<file path="config.mk">
export PLATFORM = sky130hd
export DESIGN_NAME = prng_rand_dispenser
export DESIGN_NICKNAME = d
export VERILOG_FILES = /design/src/rtl/prng_rand_dispenser.sv
export SDC_FILE = /design/constraint.sdc
export NUM_CORES = 1
export LEC_CHECK = 0
export CORE_MARGIN = 1.5
export CORE_UTILIZATION = 40
export DETAILED_ROUTE_END_ITERATION = 10
export GPL_ROUTABILITY_DRIVEN = 0
export PLACE_DENSITY_LB_ADDON = 0.15
export RECOVER_POWER = 25
export SYNTH_ARGS = -nofsm -noshare
export SYNTH_HDL_FRONTEND = slang
export SYNTH_SLANG_ARGS = --single-unit
</file>
<file path="constraint.sdc">
create_clock -name clk_i -period 9.17 [get_ports clk_i]
set_input_delay 1.834 -clock clk_i [delete_from_list [all_inputs] [get_ports clk_i]]
set_output_delay 1.834 -clock clk_i [all_outputs]
set_load 0.005 [all_outputs]
</file>
<file path="src/rtl/prng_rand_dispenser.sv">
// Purpose : buffers 64-bit Trivium PRNG words in a DEPTH-entry FIFO and serves
//           them as RAND_W-bit slices (LSB slice first) over valid/ready.
// Latency : a word pushed at edge k is visible on rand_out_o after edge k; reads
//           pop at the handshake edge. Backpressure: none upstream; a word that
//           arrives with the FIFO full and no pop that cycle is dropped.
//
// Ports   : clk_i, reset_i (async, active-high), flush_i (sync clear),
//           prng_valid_i/prng_word_i (producer), rand_ready_i/rand_valid_o/
//           rand_out_o (consumer), level_o (stored words), underflow_err_o
//           (sticky read-while-empty), drop_cnt_o (dropped-word count).
// Config  : `define PRNG_RAND_DROP_CNT_EN builds a saturating 16-bit drop
//           counter; when undefined, drop_cnt_o is tied to zero.
module prng_rand_dispenser #(
    parameter int RAND_W = 16,
    parameter int DEPTH  = 4
) (
    input  logic                       clk_i,
    input  logic                       reset_i,
    input  logic                       flush_i,
    input  logic                       prng_valid_i,
    input  logic [63:0]                prng_word_i,
    input  logic                       rand_ready_i,
    output logic                       rand_valid_o,
    output logic [RAND_W-1:0]          rand_out_o,
    output logic [$clog2(DEPTH):0]     level_o,
    output logic                       underflow_err_o,
    output logic [15:0]                drop_cnt_o
);

    localparam int NS = 64 / RAND_W;                 // slices per word
    localparam int SW = (NS > 1) ? $clog2(NS) : 1;   // slice index width
    localparam int AW = $clog2(DEPTH);
    localparam int LW = AW + 1;

    logic [63:0]   mem_q [DEPTH];
    logic [AW-1:0] wr_ptr_q, wr_ptr_d;
    logic [AW-1:0] rd_ptr_q, rd_ptr_d;
    logic [LW-1:0] level_q, level_d;
    logic [SW-1:0] sidx_q, sidx_d;
    logic          uf_q, uf_d;

    logic [63:0]   head_w;
    logic          hs, last_slice, pop, push;

    // Outputs depend only on registered state, never on rand_ready_i.
    assign head_w       = mem_q[rd_ptr_q];
    assign rand_valid_o = (level_q != '0);
    assign rand_out_o   = rand_valid_o ? RAND_W'(head_w >> (sidx_q * RAND_W)) : '0;
    assign level_o      = level_q;
    assign underflow_err_o = uf_q;

    assign hs         = rand_valid_o && rand_ready_i && !flush_i;
    assign last_slice = (sidx_q == SW'(NS - 1));
    assign pop        = hs && last_slice;
    // A full FIFO still accepts a word when the head word leaves this cycle.
    assign push       = prng_valid_i && !flush_i && ((level_q < LW'(DEPTH)) || pop);

    always_comb begin
        wr_ptr_d = wr_ptr_q;
        rd_ptr_d = rd_ptr_q;
        level_d  = level_q;
        sidx_d   = sidx_q;
        uf_d     = uf_q;
        if (flush_i) begin
            wr_ptr_d = '0;
            rd_ptr_d = '0;
            level_d  = '0;
            sidx_d   = '0;
            uf_d     = 1'b0;
        end else begin
            if (rand_ready_i && !rand_valid_o) begin
                uf_d = 1'b1;
            end
            if (hs) begin
                sidx_d = last_slice ? '0 : sidx_q + 1'b1;
            end
            if (push) begin
                wr_ptr_d = wr_ptr_q + 1'b1;
            end
            if (pop) begin
                rd_ptr_d = rd_ptr_q + 1'b1;
            end
            if (push && !pop) begin
                level_d = level_q + 1'b1;
            end else if (pop && !push) begin
                level_d = level_q - 1'b1;
            end
        end
    end

    always_ff @(posedge clk_i or posedge reset_i) begin
        if (reset_i) begin
            wr_ptr_q <= '0;
            rd_ptr_q <= '0;
            level_q  <= '0;
            sidx_q   <= '0;
            uf_q     <= 1'b0;
        end else begin
            wr_ptr_q <= wr_ptr_d;
            rd_ptr_q <= rd_ptr_d;
            level_q  <= level_d;
            sidx_q   <= sidx_d;
            uf_q     <= uf_d;
        end
    end

    // Storage needs no reset: level_q gates every read of it.
    always_ff @(posedge clk_i) begin
        if (push) begin
            mem_q[wr_ptr_q] <= prng_word_i;
        end
    end

`ifdef PRNG_RAND_DROP_CNT_EN
    logic        drop;
    logic [15:0] drop_cnt_q, drop_cnt_d;

    // Words arriving during flush are discarded silently, not counted.
    assign drop = prng_valid_i && !flush_i && !push;

    always_comb begin
        drop_cnt_d = drop_cnt_q;
        if (flush_i) begin
            drop_cnt_d = '0;
        end else if (drop && (drop_cnt_q != 16'hFFFF)) begin
            drop_cnt_d = drop_cnt_q + 16'd1;
        end
    end

    always_ff @(posedge clk_i or posedge reset_i) begin
        if (reset_i) begin
            drop_cnt_q <= '0;
        end else begin
            drop_cnt_q <= drop_cnt_d;
        end
    end

    assign drop_cnt_o = drop_cnt_q;
`else
    assign drop_cnt_o = 16'h0000;
`endif

endmodule

</file>
==> impl_metrics.csv, run 1 <==
group,metric,value,unit
final_layout,drive_gt1_share,20.0,%
worst_setup_path,worstPathArrival,3570,ps
timing,rsz0062_at_grt,"no",
cts,clock_path_buffers,3,
final_layout,final_common_cell,"edfxtp_1",
yosys,ys_ff_latch,266,
yosys,yosys_warnings,0,
global_route,antenna_found_initial,2,
worst_setup_path,worst_setup_path_end_kind,"output pin",
worst_setup_path,critical_path_class,"reg2out",
global_route,grt-ovfl-total,0,
pwr,total_power,2750,uW
final_layout,diodes,0,
timing,setup_violations,0,
floorplanning,dieArea,26800,sq um
cts,cts_hold_buffers,0,
job,drv_cap,0,
cts,clockRootBuffer,"clkbuf_16",
timing,tns,0,ps
detailed_routing,drtIter0Drc,346,
worst_setup_path,cp_max_fo,37,
detailed_routing,drcViolationCount,0,
pwr,powerDensity,221,nW/um^2
yosys,syn_avg_cell_area,21.5,sq um
yosys,synth_area,10300,sq um
detailed_routing,postRouteAntennaNets,0,
floorplanning,die_h,164,microns
hold_path,hold_class,"reg2reg",
yosys,syn_inst,482,
timing,slew-limit-headroom,29.8,%
global_route,grtUsageTotal,15.7,%
pwr,irDropWorstVdd,101,uV
detailed_routing,firstDrtPassIters,4,
final_layout,final_cell_mix,"edfxtp_1, mux4_2, clkdlybuf4s50_1, dlygate4sd3_1, a22oi_1",
detailed_routing,wl,20100,microns
timing,holdWs,503,ps
final_layout,nets,657,
floorplanning,chipWidth,164,microns
timing,fin_skew,17.5,ps
timing,max_freq,0.185,GHz
detailed_routing,wire_per_inst,21.6,microns
global_route,grt_max_degree,68,
cts,cts.sinks,266,
cts,htreeDepth,1,
cts,postCtsResizedCells,0,
cts,insertion_delay,530,ps
yosys,synth_cell_types,37,
cts,clk_pin_slew_worst_paths,60,ps
pwr,leakagePower,0.00395,uW
detailed_routing,avgViaCountPerCell,5.22,
timing,hold_viol_final,0,
timing,worst_slew_pin_slew,1050,ps
cts,cts_setup_buffers,0,
cts,cts_inserted_buffers,27,
worst_setup_path,critical_path_required,7340,ps
timing,slew_violations,0,
placement,portBuffers,89,
floorplanning,rows,58,
detailed_routing,vias,4860,
worst_setup_path,cp-start-kind,"flip-flop",
outcome,status,"complete, no violations",
floorplanning,initial_utilization,40.9,%
global_route,grt_pass1_vias,5233,
placement,dp_hpwl,11200,microns
final_layout,syn_to_final_growth,20.2,%
cts,tritoncts,"done",
floorplanning,ios,106,
global_route,grt_pass1_wl,31100,microns
timing,fin_crit_sh,59.0,%
floorplanning,core,25300,sq um
yosys,seq_area_frac_synth,76.8,%
timing,period_needed,5410,ps
==> stage by stage <==
| step | setup WS [ps] | area [sq um] | util [%] | cells |
|---|---|---|---|---|
| after floorplan | 4880 | 10400 | - | 497 |
| after global placement | 4230 | 11500 | 45.7 | 883 |
| after detailed placement | 4240 | 11500 | 45.7 | 883 |
| after CTS | 3660 | 12400 | 49.2 | 931 |
| after global routing | 3500 | 12400 | 49.2 | 931 |
| final | 3760 | 12400 | 49.2 | 931 |
==> worst paths after layout <==
| kind | from | end | slack (ps) | depth (start not counted) |
|---|---|---|---|---|
| max in group asynchronous | reset_i | rd_ptr_q[0] | 7100 | 2 |
| min in group asynchronous | reset_i | level_o[1] | 1740 | 2 |
| worst max-delay path | rd_ptr_q[0] | rand_out_o[2] | 3760 | 5 |
| worst max register to register | sidx_q[0] | mem_q[1][38] | 6320 | 4 |
| worst min-delay path | underflow_err_o | underflow_err_o | 500 | 2 |
| worst min register to register | underflow_err_o | underflow_err_o | 500 | 2 |
==> cells in the mapped netlist (all sizes together) <==
library cell,instances,area share (%)
nand3,2,0.097
nor3b,2,0.19
and2,5,0.30
nand3b,1,0.073
o31ai,2,0.15
nand2,21,0.76
a22oi,31,2.3
mux2i,2,0.19
buf,31,2.0
edfxtp,256,74
conb,1,0.036
a21oi,6,0.29
nor3,2,0.21
clkbuf,7,0.25
o21ai,2,0.097
a31oi,1,0.061
nand2b,3,0.18
mux2,2,0.22
nor2,7,0.25
and3,1,0.061
or3,4,0.24
xnor2,1,0.085
ha,5,0.60
fa,1,0.19
a211oi,2,0.15
nor2b,3,0.18
a2111oi,1,0.085
dfrtp,10,2.4
nor4b,1,0.085
mux4,63,14
inv,6,0.22
==> final cells by class <==
cell class                 count  area (sq um)
timing repair buffer          94           928
tap                          330           413
sequential                   266          7940
clock buffer                  28           679
inverter                       6          22.5
multi-input combinational    187          2230
fill                        2082         12800
clock inverter                20           215
==> critical path, stage by stage (launching register included) <==
cell,delay (ps)
dfrtp_4,830
buf_4,700
mux4_2,580
a22oi_1,340
nand2_1,90
clkdlybuf4s50_1,460
==> power by group <==
part	switching (uW)	total, uW	internal (uW)	leakage, uW
registers	17.9	1400	1390	0.00245
clock network	429	1100	673	0.000444
logic	125	243	118	0.00105
==> kinds of logic after synthesis <==
kind of cell / count (synthesis) / synth area share (%)
DFF: 266 / 76.8
muxes: 67 / 14.1
and+or+nand+nor: 52 / 2.64
AOI/OAI and AO/OA: 45 / 3.07
buffers and inverters: 44 / 2.48
adders and majority gates: 6 / 0.799
other: 1 / 0.0363
xor gates and xnor gates: 1 / 0.0847
==> flip-flops by register name, summed over array words and instances (netlist names) <==
name / cells
wr_ptr_q: 2
rd_ptr_q: 2
underflow_err_o: 1
level_o: 3
mem_q: 256
sidx_q: 2
==> routing by layer <==
layer	vias up	global-route usage (%)	part of all wire (%)
met3	19	3.21	5.2
met5	-	0	0.035
met4	2	3.93	1.3
li1	2166	-	-
met2	132	26.2	50
met1	2541	21.2	44
No activity file was read; power rests on OpenSTA's default activity.
==> run 2: changes to the inputs <==
==> constraint.sdc (replaced) <==
create_clock -name clk_i -period 5.6 [get_ports clk_i]
set_input_delay 1.12 -clock clk_i [delete_from_list [all_inputs] [get_ports clk_i]]
set_output_delay 1.12 -clock clk_i [all_outputs]
set_load 0.005 [all_outputs]
==> run 2 against run 1 <==
Via count decreased by 0.31%. Highest routed layer is now met4. Combinational power is 66% higher. Total power increased by 57%. Clock skew hardly changed. Critical path depth is 1 higher. Cell count grew 0.11%. First-iteration DRC count up 5.2%. Largest power group unchanged.
==> impl_metrics.csv, run 2 (synthesis results as in run 1) <==
group,metric,value,unit
worst_setup_path,cp_max_fo,9,
global_route,grtUsageTotal,15.6,%
timing,rsz0062_at_grt,"no",
cts,insertion_delay,530,ps
worst_setup_path,path_buf_inv,2,
pwr,p_seq_share,53.2,%
floorplanning,dieArea,26800,sq um
detailed_routing,wire_per_inst,21.7,microns
final_layout,largest-register,"mem_q",
placement,place_area,11600,sq um
worst_setup_path,reg2reg_slack,2840,ps
worst_setup_path,crit_family,"simple AND/OR/NAND/NOR gates",
hold_path,whs_path_depth,2,
timing,fin_crit_sh,79.2,%
final_layout,final_cell_mix,"edfxtp_1, mux4_2, clkdlybuf4s50_1, dlygate4sd3_1, a22oi_1",
worst_setup_path,critical_path_class,"reg2out",
global_route,grt_pass1_wl,31000,microns
final_layout,largest_reg_flops,256,
cts,postCtsResizedCells,0,
job,drv_cap,0,
placement,dp_hpwl,11300,microns
pwr,switching_share,21.5,%
timing,max_freq,0.225,GHz
floorplanning,core,25300,sq um
hold_path,hold_class,"reg2reg",
global_route,antenna_found_initial,2,
detailed_routing,drtIter0Drc,364,
timing,worst_slew_pin_slew,1340,ps
floorplanning,die_h,164,microns
cts,cts_setup_buffers,0,
pwr,clkPwrFrac,37.4,%
final_layout,final_common_cell,"edfxtp_1",
pwr,powerDensity,350,nW/um^2
worst_setup_path,worstPathArrival,3320,ps
final_layout,nets,660,
pwr,p_int,3390,uW
cts,clk_pin_slew_worst_paths,60,ps
hold_path,hp-start,"underflow_err_o",
cts,tritoncts,"done",
worst_setup_path,critical_path_required,4480,ps
worst_setup_path,r2r_cells,4,
timing,slew_violations,0,
pwr,switchingPower,930,uW
detailed_routing,avgViaCountPerCell,5.20,
pwr,leakagePower,0.00390,uW
final_layout,fin_util,48.9,%
timing,setup_violations,0,
final_layout,final_area,12300,sq um
detailed_routing,postRouteAntennaNets,0,
cts,clockRootBuffer,"clkbuf_16",
final_layout,drive_gt1_share,19.3,%
cts,clock_path_buffers,3,
global_route,grt_pass1_vias,5278,
worst_setup_path,cp-start-kind,"flip-flop",
cts,cts.sinks,266,
placement,portBuffers,89,
cts,cts_hold_buffers,0,
worst_setup_path,crit_chain,"nor3_4 -> nor3_2 -> buf_4 -> a22oi_1 -> o31ai_1 -> clkdlybuf4s50_1",
detailed_routing,vias,4845,
cts,cts_inserted_buffers,27,
detailed_routing,drcViolationCount,0,
final_layout,diodes,0,
floorplanning,chipWidth,164,microns
worst_setup_path,r2r-start,"sidx_q[0]",
timing,slew-limit-headroom,10.4,%
timing,tns,0,ps
detailed_routing,firstDrtPassIters,4,
timing,fin_skew,17.3,ps
timing,period_needed,4440,ps
global_route,grt-ovfl-total,0,
floorplanning,ios,106,
final_layout,syn_to_final_growth,19.3,%
floorplanning,initial_utilization,40.9,%
cts,htreeDepth,1,
timing,hold_viol_final,0,
outcome,status,"complete, no violations",
pwr,irDropWorstVdd,207,uV
hold_path,min_to,"underflow_err_o",
worst_setup_path,crit_slowest_cell,"nor3_2",
floorplanning,rows,58,
worst_setup_path,worst_setup_path_end_kind,"output pin",
worst_setup_path,r2r-end,"mem_q[3][51]",
global_route,grt_max_degree,65,
pwr,pwr-share-comb,9.4,%
worst_setup_path,max_stage_delay,1010,ps
detailed_routing,wl,20200,microns
-- run 2: changes by cell type in the layout (fill, tap and decap cells not counted) --
cell,delta
bufinv_16,-4
clkdlybuf4s50_1,+1
buf_4,+3
dlygate4sd3_1,-1
inv_6,+1
clkinv_2,-4
clkbuf_1,+7
clkinv_1,-2
-- run 2: metal layers --
metal  vias up  routed length (microns)  track usage (%)
met5         -                        0                0
met4         0                      451             4.50
met3        35                      854             2.32
met2       124                     9960             26.0
met1      2526                     8940             21.3
li1       2160                        -                -
-- run 2: cell type report --
class / count / area, sq um
clock inverter: 11 / 76.3
multi-input combinational: 187 / 2230
tap: 330 / 413
sequential: 266 / 7940
timing repair buffer: 97 / 951
clock buffer: 35 / 706
fill: 2057 / 12900
inverter: 6 / 22.5
-- run 2: worst register-to-register path, stage by stage (launching register included) --
cell and delay, ps:
dfrtp_1 520, ha_1 220, nand2_1 120, a21oi_1 540, and2_4 950
-- run 2: worst max-delay path by stage --
stage | start | to | slack [ps] | cells after the start
after floorplan | flush_i | mem_q[0][0] | 2020 | 3
after global placement | rd_ptr_q[0] | rand_out_o[6] | 1720 | 5
after detailed placement | flush_i | mem_q[0][21] | 1700 | 4
after CTS | rd_ptr_q[0] | rand_out_o[7] | 1170 | 5
after global routing | rd_ptr_q[0] | rand_out_o[9] | 1020 | 5
final | level_o[2] | rand_out_o[14] | 1160 | 6
-- run 2: power groups by stage --
stage	Combinational [uW]	Sequential (uW)	Clock [uW]
finish	404	2300	1610
global route	442	2310	1720
CTS	418	2300	1650
detailed placement	415	2340	0
global placement	410	2340	0
floorplan	182	2330	0
-- run 2: metrics by stage --
step	std cells	hold WS [ps]	power (uW)	worst slack [ps]
after detailed placement	886	501	2760	1700
after global routing	932	591	4470	1020
after global placement	886	482	2750	1720
after CTS	932	518	4370	1170
final	932	514	4320	1160
after floorplan	497	486	2520	2020
==> run 3: changes to the inputs <==
==> constraint.sdc (replaced) <==
create_clock -name clk_i -period 3.6 [get_ports clk_i]
set_input_delay 0.72 -clock clk_i [delete_from_list [all_inputs] [get_ports clk_i]]
set_output_delay 0.72 -clock clk_i [all_outputs]
set_load 0.005 [all_outputs]
==> run 3 against run 2 <==
Core utilization grew 1.1 points. Register-to-register slack lost 1800 ps. Highest routed layer is now met5. Non-clock buffer count grew 19.
==> impl_metrics.csv, run 3 (synthesis results as in run 1) <==
group,metric,value,unit
outcome,status,"complete, no violations",
hold_path,hold_class,"reg2reg",
detailed_routing,vias,5003,
timing,setup_violations,0,
job,drv_cap,0,
worst_setup_path,critical_path_class,"reg2out",
pwr,powerDensity,540,nW/um^2
timing,slew_violations,0,
timing,period_needed,3360,ps
worst_setup_path,worst_setup_path_end_kind,"output pin",
pwr,total_power,6810,uW
floorplanning,ios,106,
global_route,antenna_found_initial,3,
global_route,grtUsageTotal,16.0,%
detailed_routing,firstDrtPassIters,4,
pwr,leakagePower,0.00404,uW
timing,max_freq,0.298,GHz
timing,fin_skew,19.4,ps
cts,cts.sinks,266,
global_route,grt_pass1_wl,31800,microns
timing,hold_viol_final,0,
pwr,irDropWorstVdd,246,uV
timing,worst_slew_pin_slew,552,ps
timing,fin_crit_sh,93.2,%
floorplanning,core,25300,sq um
final_layout,largest-register,"mem_q",
detailed_routing,drcViolationCount,0,
timing,slew-limit-headroom,63.2,%
cts,cts_hold_buffers,0,
cts,clockRootBuffer,"clkbuf_16",
global_route,grt-ovfl-total,0,
floorplanning,die_h,164,microns
detailed_routing,avgViaCountPerCell,5.23,
cts,insertion_delay,520,ps
cts,cts_inserted_buffers,27,
worst_setup_path,cp_max_fo,9,
detailed_routing,postRouteAntennaNets,0,
timing,rsz0062_at_grt,"no",
timing,tns,0,ps
final_layout,final_common_cell,"edfxtp_1",
floorplanning,rows,58,
final_layout,largest_reg_flops,256,
cts,htreeDepth,1,
final_layout,nets,679,
worst_setup_path,critical_path_required,2880,ps
cts,clock_path_buffers,3,
final_layout,syn_to_final_growth,22.0,%
global_route,grt_max_degree,35,
detailed_routing,wire_per_inst,21.4,microns
detailed_routing,drtIter0Drc,293,
placement,dp_hpwl,12200,microns
floorplanning,dieArea,26800,sq um
cts,clk_pin_slew_worst_paths,60,ps
worst_setup_path,worstPathArrival,2640,ps
floorplanning,chipWidth,164,microns
cts,tritoncts,"done",
global_route,grt_pass1_vias,5442,
detailed_routing,wl,20500,microns
final_layout,drive_gt1_share,22.2,%
final_layout,final_cell_mix,"edfxtp_1, mux4_2, clkdlybuf4s50_1, dlygate4sd3_1, a22oi_1",
floorplanning,initial_utilization,40.9,%
worst_setup_path,cp-start-kind,"flip-flop",
placement,portBuffers,89,
==> run 3: report_power, final <==
part / internal (uW) / switching [uW]
registers: 3530 / 44.7
logic: 314 / 326
clock network: 1520 / 1080
total: 5360 / 1450
==> run 3: layout make-up <==
type | count | area (sq um)
diodes | 2 | 5.00
clock buffers | 34 | 702
clock inverters | 16 | 124
fillers | 2042 | 12600
inverters | 6 | 22.5
multi-input cells | 187 | 2230
flip-flops and latches | 266 | 7940
well taps | 330 | 413
repair buffers | 116 | 1170
==> run 3: final timing paths <==
| path | endpoint | slack [ps] | from | depth (start not counted) |
|---|---|---|---|---|
| min in group asynchronous | sidx_q[0] | 630 | reset_i | 2 |
| worst min register to register | underflow_err_o | 520 | underflow_err_o | 2 |
| worst min-delay path | underflow_err_o | 520 | underflow_err_o | 2 |
| max in group asynchronous | rd_ptr_q[0] | 2640 | reset_i | 2 |
| worst max-delay path | rand_out_o[12] | 240 | rd_ptr_q[0] | 6 |
| worst max register to register | level_o[1] | 990 | sidx_q[0] | 8 |
==> run 3: layer usage <==
layer | share of wire, % | up-vias | wire, microns | track usage [%]
met1 | 43 | 2626 | 8840 | 21.6
met2 | 51 | 124 | 10400 | 27.2
li1 | - | 2223 | - | -
met5 | 0.13 | - | 27 | 0
met3 | 4.5 | 26 | 919 | 2.47
met4 | 1.4 | 4 | 283 | 3.88
==> run 3: per-stage QoR <==
step,cell area [sq um],hold slack [ps],std cells,worst slack (ps),utilization (%)
after CTS,12600,479,952,50.9,49.7
after global placement,11700,485,901,426,46.4
after floorplan,10400,486,497,424,-
after detailed placement,11700,506,901,401,46.4
final,12600,523,957,244,49.9
after global routing,12600,567,955,112,49.9
==> run 3: what timing repair did <==
| action | in CTS | in global routing |
|---|---|---|
| setup endpoints to repair | 15 | 2 |
| gates resized for setup | 1 | 0 |
| pin swaps | 0 | 0 |
| buffers inserted | 1 | 3 |
==> run 3: critical path, cell delays in order (launching register included) <==
cell,delay [ps]
dfrtp_4,490
buf_12,150
buf_12,150
mux4_2,500
a22oi_1,270
nand2_1,80
clkdlybuf4s50_1,470
